==> src/rtl/fpga_link_transmitter.sv <==
// fpga_link_transmitter: MSB-first serial word transmitter with four-phase request/acknowledge
// handshake, burst framing, timeout abort and optional even-parity bit (define FPGA_LINK_PARITY_EN).
module fpga_link_transmitter #(
    parameter int DATA_WIDTH  = 8,
    parameter int ACK_TIMEOUT = 255,
    parameter int COUNT_WIDTH = 16
) (
    input  logic                   clk,
    input  logic                   reset,
    input  logic                   tx_valid,
    output logic                   tx_ready,
    input  logic [DATA_WIDTH-1:0]  tx_data,
    input  logic                   tx_last,
    output logic                   send_to_other,
    input  logic                   acknowledge,
    output logic                   data_out,
    output logic                   bit_valid,
    input  logic                   sent,
    output logic                   finish,
    output logic                   finish_sent,
    output logic                   error,
    output logic [COUNT_WIDTH-1:0] words_sent
);

    localparam int BCW = $clog2(DATA_WIDTH);
    localparam int TCW = (ACK_TIMEOUT > 1) ? $clog2(ACK_TIMEOUT) : 1;
    localparam logic [BCW-1:0] LAST_BIT = BCW'(DATA_WIDTH - 1);
    localparam logic [TCW-1:0] TMO_LAST = TCW'(ACK_TIMEOUT - 1);

    typedef enum logic [2:0] {
        ST_IDLE,
        ST_REQ,
        ST_SHIFT,
`ifdef FPGA_LINK_PARITY_EN
        ST_PARITY,
`endif
        ST_WAIT_DONE,
        ST_RELEASE
    } state_t;

    state_t                 state_q, state_d;
    logic [DATA_WIDTH-1:0]  shift_q, shift_d;
    logic [BCW-1:0]         bit_cnt_q, bit_cnt_d;
    logic [TCW-1:0]         tmo_q, tmo_d;
    logic [COUNT_WIDTH-1:0] words_q, words_d;
    logic                   last_q, last_d;
    logic                   finish_q, finish_d;
    logic                   finish_sent_q, finish_sent_d;
    logic                   error_q, error_d;
`ifdef FPGA_LINK_PARITY_EN
    logic                   parity_q, parity_d;
`endif

    // NOTE: state registers use non-blocking assignment so every flop samples pre-edge values.
    always_ff @(posedge clk) begin
        if (reset) begin
            state_q       <= ST_IDLE;
            shift_q       <= '0;
            bit_cnt_q     <= '0;
            tmo_q         <= '0;
            words_q       <= '0;
            last_q        <= 1'b0;
            finish_q      <= 1'b0;
            finish_sent_q <= 1'b0;
            error_q       <= 1'b0;
`ifdef FPGA_LINK_PARITY_EN
            parity_q      <= 1'b0;
`endif
        end else begin
            state_q       <= state_d;
            shift_q       <= shift_d;
            bit_cnt_q     <= bit_cnt_d;
            tmo_q         <= tmo_d;
            words_q       <= words_d;
            last_q        <= last_d;
            finish_q      <= finish_d;
            finish_sent_q <= finish_sent_d;
            error_q       <= error_d;
`ifdef FPGA_LINK_PARITY_EN
            parity_q      <= parity_d;
`endif
        end
    end

    always_comb begin
        // NOTE: every signal driven here gets a default first, so no path can infer a latch.
        state_d       = state_q;
        shift_d       = shift_q;
        bit_cnt_d     = bit_cnt_q;
        tmo_d         = tmo_q;
        words_d       = words_q;
        last_d        = last_q;
        finish_d      = 1'b0;
        finish_sent_d = 1'b0;
        error_d       = 1'b0;
`ifdef FPGA_LINK_PARITY_EN
        parity_d      = parity_q;
`endif
        tx_ready      = 1'b0;
        send_to_other = 1'b0;
        bit_valid     = 1'b0;
        data_out      = 1'b0;

        case (state_q)
            ST_IDLE: begin
                tx_ready = 1'b1;
                if (tx_valid) begin
                    shift_d = tx_data;
                    last_d  = tx_last;
                    tmo_d   = '0;
`ifdef FPGA_LINK_PARITY_EN
                    parity_d = ^tx_data;
`endif
                    state_d = ST_REQ;
                end
            end

            ST_REQ: begin
                send_to_other = 1'b1;
                if (acknowledge) begin
                    bit_cnt_d = '0;
                    state_d   = ST_SHIFT;
                end else if (tmo_q == TMO_LAST) begin
                    error_d = 1'b1;
                    state_d = ST_IDLE;
                end else begin
                    tmo_d = tmo_q + TCW'(1);
                end
            end

            ST_SHIFT: begin
                send_to_other = 1'b1;
                bit_valid     = 1'b1;
                data_out      = shift_q[DATA_WIDTH-1];
                shift_d       = {shift_q[DATA_WIDTH-2:0], 1'b0};
                bit_cnt_d     = bit_cnt_q + BCW'(1);
                if (bit_cnt_q == LAST_BIT) begin
                    tmo_d = '0;
`ifdef FPGA_LINK_PARITY_EN
                    state_d = ST_PARITY;
`else
                    state_d = ST_WAIT_DONE;
`endif
                end
            end

`ifdef FPGA_LINK_PARITY_EN
            ST_PARITY: begin
                // Parity comes from the word as accepted; the shift register is zero by now.
                send_to_other = 1'b1;
                bit_valid     = 1'b1;
                data_out      = parity_q;
                state_d       = ST_WAIT_DONE;
            end
`endif

            ST_WAIT_DONE: begin
                send_to_other = 1'b1;
                if (sent) begin
                    finish_d      = 1'b1;
                    finish_sent_d = last_q;
                    words_d       = words_q + COUNT_WIDTH'(1);
                    state_d       = ST_RELEASE;
                end else if (tmo_q == TMO_LAST) begin
                    error_d = 1'b1;
                    state_d = ST_IDLE;
                end else begin
                    tmo_d = tmo_q + TCW'(1);
                end
            end

            ST_RELEASE: begin
                // Four-phase completion: peer must drop both lines before the next word.
                if (!acknowledge && !sent) begin
                    state_d = ST_IDLE;
                end
            end

            default: begin
                state_d = ST_IDLE;
            end
        endcase
    end

    assign finish      = finish_q;
    assign finish_sent = finish_sent_q;
    assign error       = error_q;
    assign words_sent  = words_q;

endmodule

==> config.mk <==
export PLATFORM = sky130hd
export DESIGN_NAME = fpga_link_transmitter
export DESIGN_NICKNAME = d
export VERILOG_FILES = /design/src/rtl/fpga_link_transmitter.sv
export SDC_FILE = /design/constraint.sdc
export NUM_CORES = 1
export LEC_CHECK = 0
export BUFFER_PORTS_ARGS = -buffer_cell sky130_fd_sc_hd__buf_4
export CAP_MARGIN = 30
export CORE_MARGIN = 4
export CORE_UTILIZATION = 54
export DETAILED_ROUTE_END_ITERATION = 7
export PLACE_DENSITY_LB_ADDON = 0.15
export RECOVER_POWER = 100
export SLEW_MARGIN = 20
export SYNTH_ARGS = -nofsm -noshare
export SYNTH_HDL_FRONTEND = slang
export SYNTH_SLANG_ARGS = --single-unit
==> constraint.sdc <==
create_clock -name clk -period 2.4 [get_ports clk]
set_clock_uncertainty 0.1 [all_clocks]
set_input_delay 0.48 -clock clk [delete_from_list [all_inputs] [get_ports clk]]
set_output_delay 0.48 -clock clk [all_outputs]
set_load 0.005 [all_outputs]
==> impl_metrics.ini <==
[layout]
mostFrequentLayoutCells = 42 x nor2_1, 42 x dfxtp_1, 21 x clkbuf_4
area_growth_pct = 16.5
drive_gt1_share_pct = 20.1
final_core_util_pct = 67.6
diodes = 0
nets = 279

[synthesis]
synthDistinctLibCells = 48
synth_area_um2 = 2000
synth.avg_cell_area_um2 = 8.76
yosysSeqAreaShare_pct = 42.1
synth.ff_latch_count = 42
synth_nets = 247
synthFlopType = dfxtp_1
async_reset_ff_share_pct = 0
synth_edf_count = 0
yosysWarnings = 0
netlist_instances = 228

[worst_hold_path]
min_path_type = primary input to register

[worst_setup_path]
start_kind = register
cp_max_fo = 13
crit_type = register to output port
required_ns = 1.82
worst_ep_arrival_time_ns = 1.60
crit_path_end_kind = output port

[clocking]
clk_latency_ns = 0.29
cts_inserted_buffers = 5
h-tree-depth = 2
cts.sinks = 42
clkTransAtPathRegs_ns = 0.07
cts_tree = built
root_buffer = clkbuf_8
clockBufferDepth = 2
postCtsHoldBufs = 0

[power]
total_power_mw = 1.32
powerDensity_nw_per_um2 = 565
peakVddDrop_mv = 0.527
p_leak_nw = 0.916

[global_route]
grt_max_degree = 37
antenna_found_initial = 0
grt_pass1_vias = 1487
grt_pass1_wl_um = 6470
track_usage_pct = 18.2
grt-ovfl-total = 0

[timing]
worstMarginPinSlew_ns = 0.544
final-hold-violation-count = 0
fin_crit_sh_pct = 91.0
max_freq_ghz = 0.458
rsz0062_at_grt = no
fin_ws_ns = 0.217
min_period_ns = 2.18
setup_viol = 0
timing.setup.tns_ns = 0
slew_headroom_pct = 63.4
slew_viol_final = 0

[floorplan]
core_area_um2 = 3440
fp.dieH_um = 68.8
initial_utilization_pct = 58.1
ios = 37
die_x_um = 68.8
num_rows = 21
die_area_um2 = 4740

[place]
dpl.hpwl_um = 2680
place_ws_ns = 0.408
gp_congestion = 0.810
port-buffer-count = 36

[routing]
drt-pass1-iter-count = 4
drc_errors = 0
wire_per_inst_um = 12.6
first_iter_violations = 135
avgViaCountPerCell = 5.60
totalWireLength_um = 3830
num_vias = 1707
ant_nets = 0

[run_status]
status = finished, final reports clean

[run]
cap_violations = 0
registers in the layout, indices dropped and copies added, names as in the netlist:
name         flops
error            1
bit_cnt_q        3
last_q           1
state_q          3
finish           1
shift_q          8
words_sent      16
finish_sent      1
tmo_q            8
where the power goes:
part	switching (mW)	total, mW	leakage [nW]	internal [mW]
registers	0.0196	0.740	0.341	0.721
clock network	0.223	0.444	0.0431	0.222
logic	0.0738	0.130	0.532	0.0565
layout make-up:
class                           count  area [µm²]
Multi-Input combinational cell    168        1050
Inverter                            6        22.5
Fill cell                         309        1110
Sequential cell                    42         841
Timing Repair Buffer               37         278
Tap cell                           46        57.6
Clock buffer                        6        82.6
per-layer routing:
metal | part of all wire, % | track usage, %
met1 | 48 | 23.1
met2 | 45 | 28.8
met3 | 4.8 | 5.83
met4 | 1.9 | 6.57
met5 | 0 | 0
cell usage after synthesis (5+ instances only):
cell	number	area share [%]
dfxtp_1	42	42
a21oi_1	18	4.5
nor2_1	42	7.9
xnor2_1	7	3.1
nor4_1	9	2.8
nand2_1	10	1.9
ha_1	5	3.1
nand4_1	6	1.9
inv_1	5	0.94
or4_1	7	2.6
nand3_1	12	3.0
nor3_1	6	1.5
final timing paths:
| path | depth (start not counted) | to | slack (ns) | startpoint |
|---|---|---|---|---|
| max | 4 | data_out | 0.22 | state_q[0]$_SDFFE_PP0P_ |
| min | 3 | last_q$_SDFFE_PP0P_ | 0.35 | tx_last |
| max reg2reg | 5 | tmo_q[4]$_SDFFE_PP0P_ | 0.43 | state_q[1]$_SDFFE_PP0P_ |
| min reg2reg | 2 | last_q$_SDFFE_PP0P_ | 0.37 | last_q$_SDFFE_PP0P_ |
per-stage QoR:
| step | hold WS (ns) | cell area (µm²) | cells |
|---|---|---|---|
| 2_1_floorplan | 0.330 | 2000 | 228 |
| 5_1_grt | 0.368 | 2330 | 305 |
| 4_1_cts | 0.338 | 2340 | 305 |
| 3_5_place_dp | 0.360 | 2250 | 299 |
| 6_report | 0.347 | 2330 | 305 |
| 3_3_place_gp | 0.357 | 2250 | 299 |
what timing repair did:
| action | CTS | global route |
|---|---|---|
| setup buffers | 0 | 0 |
| setup endpoints to repair | 0 | 1 |
| resized for setup | 0 | 1 |
critical path, stage by stage (launching register included):
cell and delay, ns:
dfxtp_1 0.44, or3b_4 0.49, inv_1 0.14, and2_0 0.14, buf_4 0.10
kinds of logic (layout without fill, tap and decap cells):
logic type / Yosys count / count (layout) / share of synthesized area [%]
flops: 42 / 42 / 42.1
buf+inv: 18 / 49 / 5.07
compound gates: 37 / 37 / 12.1
simple gates: 113 / 113 / 31.6
xor+xnor: 9 / 9 / 3.95
mux: 4 / 4 / 2.13
fa+ha+maj: 5 / 5 / 3.13
No activity file was read; power rests on OpenSTA's default activity.
